[src/rtl/rv32_mem_arbiter.sv]
`default_nettype none
// ============================================================================
// Module  : rv32_mem_arbiter
// Brief   : Merges the rv32 instruction and data ports onto one single-port
//           memory bus, one outstanding access at a time, data port priority.
//           Optional starvation guard: define RV32_ARB_STARVE_GUARD_EN.
// Revision: 1.0 - initial release
// ============================================================================
module rv32_mem_arbiter #(
    parameter int STARVE_LIMIT = 4
) (
    input  logic        clk,
    input  logic        reset,

    input  logic        instr_request_valid,
    input  logic [31:0] instr_request_addr,
    input  logic        instr_request_write,
    input  logic [3:0]  instr_request_wstrb,
    input  logic [31:0] instr_request_wdata,
    output logic        instr_response_valid,
    output logic [31:0] instr_response_rdata,

    input  logic        data_request_valid,
    input  logic [31:0] data_request_addr,
    input  logic        data_request_write,
    input  logic [3:0]  data_request_wstrb,
    input  logic [31:0] data_request_wdata,
    output logic        data_response_valid,
    output logic [31:0] data_response_rdata,

    output logic        mem_req,
    output logic [31:0] mem_addr,
    output logic        mem_write,
    output logic [3:0]  mem_wstrb,
    output logic [31:0] mem_wdata,
    input  logic        mem_gnt,
    input  logic        mem_rvalid,
    input  logic [31:0] mem_rdata
);

    typedef enum logic [1:0] {
        IDLE   = 2'd0,
        WAIT_I = 2'd1,
        WAIT_D = 2'd2
    } state_t;

    state_t r_state;
    state_t w_state_next;

    logic w_idle;
    logic w_force_instr;
    logic w_pick_data;
    logic w_pick_instr;

    // Outputs are combinational, so reset is folded in to hold them at zero
    // for the whole time reset is asserted, not just after the next edge.
    assign w_idle       = (r_state == IDLE) && !reset;
    assign w_pick_data  = w_idle && data_request_valid && !w_force_instr;
    assign w_pick_instr = w_idle && instr_request_valid && !w_pick_data;

`ifdef RV32_ARB_STARVE_GUARD_EN
    localparam int               CNT_W   = $clog2(STARVE_LIMIT + 1);
    localparam logic [CNT_W-1:0] C_LIMIT = CNT_W'(STARVE_LIMIT);

    logic [CNT_W-1:0] r_starve_cnt;

    assign w_force_instr = instr_request_valid && (r_starve_cnt >= C_LIMIT);

    always_ff @(posedge clk or posedge reset) begin
        if (reset) begin
            r_starve_cnt <= '0;
        end else if (r_state == IDLE) begin
            if (w_pick_instr && mem_gnt) begin
                r_starve_cnt <= '0;
            end else if (w_pick_data && instr_request_valid && (r_starve_cnt != C_LIMIT)) begin
                r_starve_cnt <= r_starve_cnt + 1'b1;
            end
        end
    end
`else
    logic w_unused_cfg;

    assign w_force_instr = 1'b0;
    assign w_unused_cfg  = (STARVE_LIMIT > 0);
`endif

    always_ff @(posedge clk or posedge reset) begin
        if (reset) begin
            r_state <= IDLE;
        end else begin
            r_state <= w_state_next;
        end
    end

    always_comb begin
        w_state_next = r_state;
        case (r_state)
            IDLE: begin
                // A grant in IDLE wins over any stray rvalid arriving alongside it.
                if (w_pick_data && mem_gnt) begin
                    w_state_next = WAIT_D;
                end else if (w_pick_instr && mem_gnt) begin
                    w_state_next = WAIT_I;
                end
            end
            WAIT_I: begin
                if (mem_rvalid) begin
                    w_state_next = IDLE;
                end
            end
            WAIT_D: begin
                if (mem_rvalid) begin
                    w_state_next = IDLE;
                end
            end
            default: begin
                w_state_next = IDLE;
            end
        endcase
    end

    always_comb begin
        mem_req   = 1'b0;
        mem_addr  = 32'h0;
        mem_write = 1'b0;
        mem_wstrb = 4'h0;
        mem_wdata = 32'h0;
        if (w_pick_data) begin
            mem_req   = 1'b1;
            mem_addr  = data_request_addr;
            mem_write = data_request_write;
            mem_wstrb = data_request_wstrb;
            mem_wdata = data_request_wdata;
        end else if (w_pick_instr) begin
            mem_req   = 1'b1;
            mem_addr  = instr_request_addr;
            mem_write = instr_request_write;
            mem_wstrb = instr_request_wstrb;
            mem_wdata = instr_request_wdata;
        end
    end

    always_comb begin
        instr_response_valid = 1'b0;
        instr_response_rdata = 32'h0;
        data_response_valid  = 1'b0;
        data_response_rdata  = 32'h0;
        if (!reset && mem_rvalid) begin
            if (r_state == WAIT_I) begin
                instr_response_valid = 1'b1;
                instr_response_rdata = mem_rdata;
            end else if (r_state == WAIT_D) begin
                data_response_valid = 1'b1;
                data_response_rdata = mem_rdata;
            end
        end
    end

endmodule
`default_nettype wire
[config.mk]
export PLATFORM = sky130hd
export DESIGN_NAME = rv32_mem_arbiter
export DESIGN_NICKNAME = d
export VERILOG_FILES = /design/src/rtl/rv32_mem_arbiter.sv
export SDC_FILE = /design/constraint.sdc
export NUM_CORES = 1
export LEC_CHECK = 0
export ABC_AREA = 1
export BUFFER_PORTS_ARGS = -buffer_cell sky130_fd_sc_hd__buf_2
export CORE_AREA = 5 5 117 119
export DETAILED_ROUTE_END_ITERATION = 8
export DIE_AREA = 0 0 122 124
export SLEW_MARGIN = 20
export SYNTH_ARGS = -nofsm -noshare
export SYNTH_HDL_FRONTEND = slang
export SYNTH_SLANG_ARGS = --single-unit
[constraint.sdc]
create_clock -name clk -period 1.9 [get_ports clk]
set_input_delay 0.57 -clock clk [delete_from_list [all_inputs] [get_ports clk]]
set_output_delay 0.57 -clock clk [all_outputs]
set_load 0.005 [all_outputs]
Word-level counts from Yosys, hierarchy flattened
Cells that the tools add are included.

operators by class
  eq/ne operators = 4
  mux-type cells = 24
  reductions and logical operators = 12

operator list
  cell                                                   number
  two-way mux 32 bit                                     9
  two-way mux 1 bit                                      9
  two-way mux 4 bit                                      2
  logical AND 1 bit                                      7
  two-way mux 2 bit                                      3
  case mux 2 bit (2 select lines)                        1
  inequality test 3 x 1 -> 1 bit, second input constant  1
  equality test 2 x 1 -> 1 bit, second input constant    1
  equality test 2 bit, second input constant             1
  logical NOT 1 bit                                      2
  logical NOT 2 bit                                      1
  inequality test 2 x 1 -> 1 bit, second input constant  1
  AND reduction 2 bit                                    1
  OR reduction 2 bit                                     1

word-level totals
  register bits = 2
  input port bits = 176
  output and inout port bits = 136
  logic and storage cells = 41

Logic depth before layout (Yosys ltp)
Gate-level depths: netlist of the first run.

  depth in word-level cells = 9
  mapped depth = 11
  gate-level depth less buffers = 10

Worst setup path before layout of the first run
No wires, ideal clock.

  path kind = register -> output
  start = register r_state[0]
  end = output mem_addr[0]
  arrival time = 1.261 ns
  required time = 1.330 ns
  setup slack = 0.069 ns
  cell stages (with the launch flop) = 10
  path buffers = 1
  path through = dfrtp_1 > inv_1 > ha_1 > inv_2 > nor2_4 > nand2_2 > inv_2 > buf_2 > nand2_1 > nand2_1

between the ends
  cells in the longest elaborated chain, start to end = 7
  elaborated cells on any way between the ends = 8
  classes of those cells = mux: 2; reduce/logical: 6

RTL lines
  element                   line  RTL
  start: declaration        47    state_t r_state;
  start signal: assignment  91    r_state <= w_state_next;
  logical NOT 2 bit (*)     57    assign w_idle = (r_state == IDLE) && !reset;
  logical AND 1 bit (*)     57
  logical AND 1 bit         58    assign w_pick_data = w_idle && data_request_valid && !w_force_instr;
  logical NOT 1 bit         59    assign w_pick_instr = w_idle && instr_request_valid && !w_pick_data;
  logical AND 1 bit         59
  two-way mux 32 bit        134   end else if (w_pick_instr) begin
  two-way mux 32 bit (*)    128   if (w_pick_data) begin
  end: declaration          32    output logic [31:0] mem_addr,

Every way passes the cells marked *; elsewhere a longest branch is shown, timed or not.

Worst setup path after layout of the first run
  start = register r_state[0]
  end = output mem_wdata[15]

between the ends
  cells in the longest elaborated chain, start to end = 7
  elaborated cells on any way between the ends = 8
  classes of those cells = mux: 2; reduce/logical: 6

RTL lines
  element                 line  RTL
  logical NOT 2 bit (*)   57
  logical AND 1 bit (*)   57
  logical AND 1 bit       58
  logical NOT 1 bit       59
  logical AND 1 bit       59
  two-way mux 32 bit      134
  two-way mux 32 bit (*)  128
  end: declaration        35    output logic [31:0] mem_wdata,

Marked as above.

==> run metrics, run 1 <==
vias per inst 4.109; clock sink total 2; count of final hold-check violations 0; Critical Path AT 1760 ps; status complete, but fails checks; Vias 3612; post-synthesis register bit count 2; post-route minimum period 2325 ps; Leak 0.002895 µW; final core utilization 36.29%; global placement routability congestion 0.8017; worst hold-check path type in -> async; flop-to-flop setup slack 300 ps; final wirelength 13930 µm; total number of yosys warnings 0; fin crit share 122.4%; total power divided by cell area 627.8 nW/µm²; width of the chip 122 µm; most numerous cell in the Yosys netlist sky130_fd_sc_hd__nand2_1; post-synthesis cell count 371; detailed-route wire length per cell 15.84 µm; number of antenna violations at the first check in global routing 4; core outline area 12470 µm²; clock transition at the register clock pins on the worst setup and hold paths after CTS 30 ps; Clock Skew 0.1675 ps; Max H-tree Level 1; die height 124 µm; count of boundary I/O pins 312; setup ws final -425.4 ps; actual transition at the worst max-transition pin 253.3 ps; via count of the first global-routing pass 3263; clock root buffer sky130_fd_sc_hd__clkbuf_16; net count reported at finish 888; top flip-flop cell by instance count after synthesis sky130_fd_sc_hd__dfrtp_1; CP startpoint kind flop; Layout Area Growth over Synthesis 180.3%; number of setup violations in the final report 135; net count after synthesis 550; number of buffers on the longest clock path 2; Tot Pwr 2841 µW; Die Outline Area 15130 µm²; Initial Util 12.95%; max FFs per register 2; Final Max Slew Viols 0; number of diodes added for antenna fixing 0; Detailed Place HPWL 10260 µm; number of max-cap violations 0; count of flip-flops with a built-in enable after synthesis 0; RSZ-0062 raised after global routing true; Iteration-0 DRC Markers 108; async set or reset register ratio after synthesis 100.0%; sort of element at the end of the critical path output pin; start of the worst register-to-register path r_state[0]; Seq/Total Area, Yosys 3.101%; synthesized area per cell 4.351 µm²; critical path class reg -> out; CTS Buf Count 3; area fraction of the dominant cell type after synthesis 35.12%; overflow left after global routing 0; largest register by flop count r_state; total of buffers placed on input and output ports 311; clock tree from TritonCTS done; largest registers r_state (2); clock insertion delay at the later pin of the skew report 220 ps; top cells by count, synth sky130_fd_sc_hd__nand2_1, sky130_fd_sc_hd__nand3_1, sky130_fd_sc_hd__nor2_1, sky130_fd_sc_hd__inv_1, sky130_fd_sc_hd__buf_2; global-route wire length before repair 16930 µm; overall track demand over capacity in global routing 14.35%; cell area after synthesis 1614 µm²; cell type contributing the most total cell area after synthesis sky130_fd_sc_hd__nand2_1; Cell variety after synth 15; fill cell count 1370; largest fanout on the critical path 7; pin count of the biggest net entering global routing 39; placement row count 41; worst relative slew slack 83.12%; Max IR drop VDD 319.2 µV; Max Freq 430.0 MHz; CP Launch Point r_state[0]; share of final-layout standard cells stronger than drive strength 1 61.67%; count of TritonRoute iterations in the first routing pass 5; CP required 1330 ps; violated checks negative setup slack; DRC errors left 0; residual antenna-violating net count after detailed routing 0; cell types occupying the most area after synthesis sky130_fd_sc_hd__nand2_1, sky130_fd_sc_hd__nand3_1, sky130_fd_sc_hd__nor2_1, sky130_fd_sc_hd__inv_1, sky130_fd_sc_hd__buf_2
where the power goes:
| group | internal [µW] | total, µW | switching (µW) |
|---|---|---|---|
| logic | 1210 | 2450 | 1240 |
| clock network | 268 | 320 | 51.9 |
| registers | 59.0 | 68.6 | 9.64 |
| total | 1540 | 2840 | 1310 |
layout make-up:
cell class | instances | area (µm²) | share of cell area (%)
Sequential cell | 2 | 50.05 | 1.106
Clock buffer | 3 | 75.07 | 1.659
Timing Repair inverter | 3 | 38.79 | 0.8573
Multi-Input combinational cell | 297 | 1632 | 36.06
Tap cell | 172 | 215.2 | 4.757
Inverter | 45 | 211.5 | 4.674
Timing Repair Buffer | 357 | 2302 | 50.88
critical path, stage by stage, from the launching register on:
cell and delay, ps:
sky130_fd_sc_hd__dfrtp_1 370, sky130_fd_sc_hd__inv_2 90, sky130_fd_sc_hd__ha_4 150, sky130_fd_sc_hd__inv_4 40, sky130_fd_sc_hd__nor2_4 110, sky130_fd_sc_hd__buf_6 120, sky130_fd_sc_hd__nand2_8 70, sky130_fd_sc_hd__inv_12 100
sky130_fd_sc_hd__buf_12 120, sky130_fd_sc_hd__clkbuf_16 120, sky130_fd_sc_hd__nand2_1 40, sky130_fd_sc_hd__nand2_1 60, sky130_fd_sc_hd__buf_2 100
routing by layer:
metal / GRT usage [%] / wire [µm]
met3: 3.361 / 1340
met1: 14.78 / 4752
met5: 0 / 7
met2: 29.56 / 7609
met4: 2.241 / 217
placed cells by master (no fill, tap or decap), drive strengths merged:
cell type  Yosys  layout
nand3b         1       1
ha             3       3
nor2          68      68
nand2        152     152
buf           27     351
dfrtp          2       2
clkinv         0       3
nand4          2       2
nand3         70      70
inv           45      45
clkbuf         0       9
a31oi          1       1
cell families after synthesis:
| logic type | count (synthesis) | synth area share (%) |
|---|---|---|
| adders and majority gates | 3 | 2.326 |
| AOI/OAI and AO/OA | 1 | 0.3878 |
| DFF | 2 | 3.101 |
| and+or+nand+nor | 293 | 75.04 |
| buffers and inverters | 72 | 19.15 |
final timing paths:
check                           endpoint  cells past startpoint
setup / recovery           mem_wdata[15]                     12
hold / removal                r_state[0]                      3
setup reg to reg              r_state[0]                     13
hold reg to reg               r_state[1]                      3
max in group asynchronous     r_state[1]                      3
min in group clk              r_state[1]                      3
stage by stage:
| step | area [µm²] | TNS (ps) | hold slack [ps] | cells | worst slack (ps) |
|---|---|---|---|---|---|
| 2_1_floorplan | 1614 | 0 | 319.3 | 371 | 69.44 |
| 3_3_place_gp | 3488 | -33870 | 555.5 | 851 | -332.2 |
| 3_5_place_dp | 3488 | -35170 | 557.3 | 851 | -346.8 |
| 4_1_cts | 3835 | -39420 | 377.4 | 861 | -427.2 |
| 5_1_grt | 4524 | -49030 | 337.3 | 879 | -509.7 |
| 6_report | 4524 | -39080 | 328.9 | 879 | -425.4 |
timing repair:
action                     4_1_cts  5_1_grt
setup endpoints to repair      136      136
gates resized for setup         34      122
cloned                           5       10
hold buffers                     0        0
hold endpoints to repair         0        0
pin swaps                        4       18
setup buffers                    2       11
No activity file was read; power rests on OpenSTA's default activity.
==> run 2: changes to the inputs <==
--- a/config.mk
+++ b/config.mk
@@ -14,3 +14,4 @@
 export SYNTH_ARGS = -nofsm -noshare
 export SYNTH_HDL_FRONTEND = slang
 export SYNTH_SLANG_ARGS = --single-unit
+export TNS_END_PERCENT = 20
==> run 2 against run 1 <==
Compared with the run above: the flow still finishes with violations (negative setup slack); via count decreased by 4.1%; non-clock buffer count decreased by 12; sequential cell count unchanged; total power decreased by 13%; count of clock-buffer cells in the layout unchanged; global-route usage decreased by 0.12 points; hold slack improved by 45 ps; utilization decreased by 4.6 points; die area unchanged; sequential power increased by 1%; worst setup slack got worse by 2.8 ps; sequential share of layout area increased by 0.16 points.
==> run metrics, run 2 (same netlist as run 1, synthesis figures left out) <==
status complete, but fails checks; violated checks negative setup slack; net count reported at finish 873 (-1.7%); cell area after placement 3488 µm² (unchanged); clock insertion delay at the later pin of the skew report 220 ps (about the same); detailed-route wire length per cell 14.22 µm (-10%); pin count of the biggest net entering global routing 39 (unchanged); CTS Buf Count 3 (unchanged); vias per inst 4.008 (-2.5%); Leak 0.002758 µW (-4.7%); die height 124 µm (unchanged); number of buffers on the longest clock path 2 (unchanged); count of final hold-check violations 0 (unchanged); largest incremental delay on the critical path 380 ps (about the same); total of buffers placed on input and output ports 311 (unchanged); largest registers r_state (2); clock root buffer sky130_fd_sc_hd__clkbuf_16; worst hold-check path type in -> async; DRC errors left 0 (unchanged); core outline area 12470 µm² (unchanged); total power divided by cell area 626.8 nW/µm² (-0.16%); global-route wire length before repair 16810 µm (-0.69%); max FFs per register 2 (unchanged); actual transition at the worst max-transition pin 249.1 ps (-4.135 ps); width of the chip 122 µm (unchanged); final wirelength 12280 µm (-12%); global placement routability congestion 0.8017 (unchanged); Critical Path AT 1760 ps (about the same); combined buffer and inverter count along the critical path 7 (unchanged); cell seen most often among critical-path stages sky130_fd_sc_hd__nand2_1; via count of the first global-routing pass 3278 (+0.46%); Final Max Slew Viols 0 (unchanged); placement row count 41 (unchanged); setup ws final -428.3 ps (-2.824 ps); post-route minimum period 2328 ps (+2.824 ps); clock transition at the register clock pins on the worst setup and hold paths after CTS 30 ps (about the same); fin crit share 122.5% (+0.15 points); CP delay by family, top buffers and inverters; number of setup violations in the final report 136 (+0.74%); largest fanout on the critical path 7 (unchanged); largest register by flop count r_state; overflow left after global routing 0 (unchanged); CP required 1330 ps (about the same); critical path cell sequence inv_2, ha_4, inv_4, nor2_4, buf_6, nand2_8, inv_12, buf_12, clkbuf_16, nand2_1, nand2_1, buf_2; Detailed Place HPWL 10260 µm (unchanged); count of TritonRoute iterations in the first routing pass 4 (-1); Max IR drop VDD 287.5 µV (-9.9%); sort of element at the end of the critical path output pin; clock sink total 2 (unchanged); number of antenna violations at the first check in global routing 4 (unchanged); most frequent cells in the layout sky130_fd_sc_hd__buf_2, sky130_fd_sc_hd__nand2_1, sky130_fd_sc_hd__nand3_1, sky130_fd_sc_hd__nor2_1, sky130_fd_sc_hd__inv_1; clock tree from TritonCTS done; fill cell count 1452 (+6.0%); number of max-cap violations 0 (unchanged); flop-to-flop setup slack 390 ps (+90 ps); Die Outline Area 15130 µm² (unchanged); Post-Route Setup TNS -39100 ps (-23.00 ps); worst relative slew slack 83.39% (+0.28 points); count of boundary I/O pins 312 (unchanged); overall track demand over capacity in global routing 14.22% (-0.12 points); residual antenna-violating net count after detailed routing 0 (unchanged); Max H-tree Level 1 (unchanged); Max Freq 429.5 MHz (-0.12%); RSZ-0062 raised after global routing true; Layout Area Growth over Synthesis 144.4%; CP startpoint kind flop; Initial Util 12.95% (unchanged); slowest cell on the critical path sky130_fd_sc_hd__dfrtp_1; Clock Skew 0.2427 ps (+0.07519 ps); share of final-layout standard cells stronger than drive strength 1 55.64% (-6.0 points); critical path class reg -> out; commonest non-fill, non-tap cell in the layout sky130_fd_sc_hd__buf_2; Final Cell Area 3945 µm² (-13%); Iteration-0 DRC Markers 106 (-1.9%); Vias 3463 (-4.1%); number of diodes added for antenna fixing 0 (unchanged)
## run 2: final timing paths
kind	start	to	cells past startpoint
min in group clk	r_state[1]	r_state[1]	3
worst min-delay path	reset	r_state[0]	3
max in group asynchronous	reset	r_state[1]	3
worst min register to register	r_state[1]	r_state[1]	3
worst max register to register	r_state[1]	r_state[0]	11
worst max-delay path	r_state[1]	mem_wdata[15]	12
## run 2: what timing repair did
item                       in CTS  in global routing
resized for setup              39                 24
buffers inserted                2                  4
pin swaps                       4                 14
gates cloned                    4                  1
setup endpoints to repair     136                136
hold buffers                    0                  0
## run 2: layout make-up
type                            count  area (µm²)  share of cell area, %
Clock buffer                        3       75.07                  1.903
Inverter                           45       193.9                  4.916
Multi-Input combinational cell    297        1381                  35.01
Sequential cell                     2       50.05                  1.269
Tap cell                          172       215.2                  5.455
Timing Repair Buffer              345        2029                  51.44
## run 2: through the flow
| step | hold WS, ps | instances | utilization (%) | worst slack, ps | power (µW) |
|---|---|---|---|---|---|
| floorplan | 319.3 | 371 | - | 69.44 | 860.8 |
| global placement | 555.5 | 851 | 27.98 | -332.2 | 1774 |
| detailed placement | 557.3 | 851 | 27.98 | -346.8 | 1772 |
| CTS | 377.4 | 860 | 30.78 | -427.2 | 2395 |
| global route | 389.0 | 864 | 31.65 | -511.3 | 2700 |
| finish | 373.9 | 864 | 31.65 | -428.3 | 2473 |
## run 2: worst min-delay path, stage by stage
cell and delay, ps:
sky130_fd_sc_hd__buf_2 120, sky130_fd_sc_hd__buf_4 140, sky130_fd_sc_hd__inv_1 100
## run 2: power breakdown
part	switching [µW]	leakage (µW)	internal, µW
Sequential	10.3	0.0000270	59.1
Combinational	1070	0.00269	1020
Clock	52.1	0.0000370	268
Total	1130	0.00276	1350
## run 2: per-layer routing
layer,share of wire [%],global-route usage [%],vias up
li1,-,-,1763
met1,35,14.67,1476
met2,53,29.01,205
met3,10,3.361,17
met4,1.6,2.731,2
met5,0.057,0,-
==> run 3: changes to the inputs <==
--- a/config.mk
+++ b/config.mk
@@ -5,7 +5,6 @@
 export SDC_FILE = /design/constraint.sdc
 export NUM_CORES = 1
 export LEC_CHECK = 0
-export ABC_AREA = 1
 export BUFFER_PORTS_ARGS = -buffer_cell sky130_fd_sc_hd__buf_2
 export CORE_AREA = 5 5 117 119
 export DETAILED_ROUTE_END_ITERATION = 8
==> run 3 against run 2 <==
Compared with the run above: the flow still finishes with violations (negative setup slack); register-to-register slack worse by 40 ps; critical path depth fell by 5; global-route usage down 0.33 points; critical path type unchanged; largest cell class unchanged; highest routed layer unchanged.
==> run metrics, run 3 <==
overall track demand over capacity in global routing 13.89% (-0.33 points); largest registers r_state (2); number of max-cap violations 0 (unchanged); number of antenna violations at the first check in global routing 1 (-3); Max Freq 432.3 MHz (+0.65%); total power divided by cell area 562.6 nW/µm² (-10%); residual antenna-violating net count after detailed routing 0 (unchanged); cell depth of the worst flop-to-flop path 7 (-4); Final Cell Area 3520 µm² (-11%); fin crit share 121.7% (-0.80 points); largest fanout on the critical path 8 (+1); worst relative slew slack 83.19% (-0.21 points); start of the worst register-to-register path r_state[0]; via count of the first global-routing pass 2387 (-27%); setup ws final -413.2 ps (+15.11 ps); worst reg2reg endpoint r_state[0]; count of final hold-check violations 0 (unchanged); Seq/Total Area, Yosys 3.770% (+0.67 points); overflow left after global routing 0 (unchanged); Die Outline Area 15130 µm² (unchanged); total number of yosys warnings 0 (unchanged); flop-to-flop setup slack 350 ps (-40 ps); commonest non-fill, non-tap cell in the layout sky130_fd_sc_hd__buf_2; number of diodes added for antenna fixing 0 (unchanged); most numerous cell in the Yosys netlist sky130_fd_sc_hd__a22o_1; clock tree from TritonCTS done; vias per inst 4.035 (+0.66%); final wirelength 12490 µm (+1.7%); status complete, but fails checks; Max IR drop VDD 226.7 µV (-21%); Initial Util 10.65% (-2.3 points); post-synthesis register bit count 2 (unchanged); number of buffers on the longest clock path 2 (unchanged); Detailed Place HPWL 10130 µm (-1.3%); net count reported at finish 675 (-23%); Clock Skew 1.071 ps (+0.8283 ps); RSZ-0062 raised after global routing true; post-synthesis cell count 176 (-53%); CP required 1330 ps (about the same); number of setup violations in the final report 136 (unchanged); placement row count 41 (unchanged); width of the chip 122 µm (unchanged); DRC errors left 0 (unchanged); CTS Buf Count 3 (unchanged); core outline area 12470 µm² (unchanged); cell area after placement 3153 µm² (-9.6%); CP Launch Point r_state[1]; worst hold-check path type in -> async; Critical Path AT 1740 ps (-20 ps); Vias 2687 (-22%); critical path class reg -> out; global-route wire length before repair 15710 µm (-6.5%); placement-stage worst setup slack -268.1 ps (+78.66 ps); synthesized area per cell 7.543 µm² (+73%); global placement routability congestion 0.9134 (+14%); Final Max Slew Viols 0 (unchanged); sort of element at the end of the critical path output pin; violated checks negative setup slack; top cells by count, synth sky130_fd_sc_hd__a22o_1, sky130_fd_sc_hd__and2_1, sky130_fd_sc_hd__buf_2; Layout Area Growth over Synthesis 165.1%; Cell variety after synth 21 (+6); detailed-route wire length per cell 18.76 µm (+32%); clock transition at the register clock pins on the worst setup and hold paths after CTS 30 ps (about the same); critical path endpoint data_response_rdata[25]; max FFs per register 2 (unchanged); Max H-tree Level 1 (unchanged); clock sink total 2 (unchanged); count of TritonRoute iterations in the first routing pass 4 (unchanged); post-route insts no fill 666 (-23%); cell type contributing the most total cell area after synthesis sky130_fd_sc_hd__a22o_1; actual transition at the worst max-transition pin 251.7 ps (+2.563 ps); share of final-layout standard cells stronger than drive strength 1 71.26% (+16 points); total of buffers placed on input and output ports 311 (unchanged); clock root buffer sky130_fd_sc_hd__clkbuf_16; cell area after synthesis 1328 µm² (-18%); area fraction of the dominant cell type after synthesis 45.52% (+10 points); count of flip-flops with a built-in enable after synthesis 0 (unchanged); most frequent cells in the layout sky130_fd_sc_hd__buf_2, sky130_fd_sc_hd__a22o_1, sky130_fd_sc_hd__and2_1, sky130_fd_sc_hd__buf_4, sky130_fd_sc_hd__buf_12; largest register by flop count r_state; DP Cell Count 650 (-24%); Iteration-0 DRC Markers 219 (+110%); clock insertion delay at the later pin of the skew report 220 ps (about the same); net count after synthesis 355 (-35%); async set or reset register ratio after synthesis 100.0% (unchanged); count of boundary I/O pins 312 (unchanged); top flip-flop cell by instance count after synthesis sky130_fd_sc_hd__dfrtp_1; Leak 0.002219 µW (-20%); post-route minimum period 2313 ps (-15.11 ps); Post-Route Setup TNS -40510 ps (-1404 ps); fill cell count 1383 (-4.8%); pin count of the biggest net entering global routing 38 (-2.6%); CP startpoint kind flop; cell types occupying the most area after synthesis sky130_fd_sc_hd__a22o_1, sky130_fd_sc_hd__and2_1, sky130_fd_sc_hd__buf_2, sky130_fd_sc_hd__dfrtp_1, sky130_fd_sc_hd__ha_1; worst hold slack 349.7 ps (-24.11 ps); die height 124 µm (unchanged)
==> run 3: layout make-up <==
type / instances / area (µm²) / area share, %
Sequential cell: 2 / 50.05 / 1.422
Tap cell: 172 / 215.2 / 6.114
Inverter: 3 / 11.26 / 0.3199
Timing Repair Buffer: 337 / 1977 / 56.17
Clock buffer: 3 / 75.07 / 2.133
Multi-Input combinational cell: 149 / 1191 / 33.84
==> run 3: timing repair <==
| item | in CTS | in global routing |
|---|---|---|
| endpoints found under the setup margin | 134 | 136 |
| resized for setup | 19 | 1 |
| pin swaps | 15 | 23 |
| hold buffers | 0 | 0 |
| buffers inserted | 7 | 0 |
| gates cloned | 5 | 1 |
==> run 3: critical path: stages (launching register included) <==
cell                        delay, ps
sky130_fd_sc_hd__dfrtp_1          380
sky130_fd_sc_hd__buf_4            140
sky130_fd_sc_hd__ha_1             170
sky130_fd_sc_hd__and3b_1          170
sky130_fd_sc_hd__and2b_4          220
sky130_fd_sc_hd__clkbuf_16        180
sky130_fd_sc_hd__and2_1           140
sky130_fd_sc_hd__buf_2            120
==> run 3: logic make-up (layout without fill, tap and decap cells) <==
| family | after synthesis | in the layout | share of synthesized area, % |
|---|---|---|---|
| flip-flops | 2 | 2 | 3.770 |
| buffers and inverters | 25 | 343 | 10.08 |
| AO/OA/AOI/OAI | 74 | 74 | 48.16 |
| adder cells (fa/ha/maj) | 3 | 3 | 2.828 |
| AND/OR/NAND/NOR | 72 | 72 | 35.16 |
==> run 3: worst min-delay path by stage <==
stage	startpoint	to	slack (ps)	cells after the start
after floorplan	reset	r_state[0]	330	1
after global placement	reset	r_state[0]	550	3
after detailed placement	reset	r_state[1]	550	3
after CTS	reset	r_state[0]	330	3
after global routing	reset	r_state[0]	360	3
final	reset	r_state[0]	350	3
==> run 3: per-stage QoR <==
stage               util [%]  total power [µW]
floorplan                  -             679.1
global placement       25.29              1399
detailed placement     25.29              1397
CTS                    28.01              1965
global route           28.23              2121
finish                 28.23              1980
==> run 3: power breakdown <==
group | internal [µW] | switching, µW
clock | 268 | 48.2
sequential | 60.5 | 11.6
combinational | 895 | 697
total | 1220 | 757
==> run 3: metal layers <==
metal,up-vias,share of wire (%),GRT usage (%)
li1,1297,-,-
met1,1251,44,21.15
met2,133,48,20.79
met3,4,8.4,3.043
met4,2,0.14,0.8403
met5,-,0.10,0
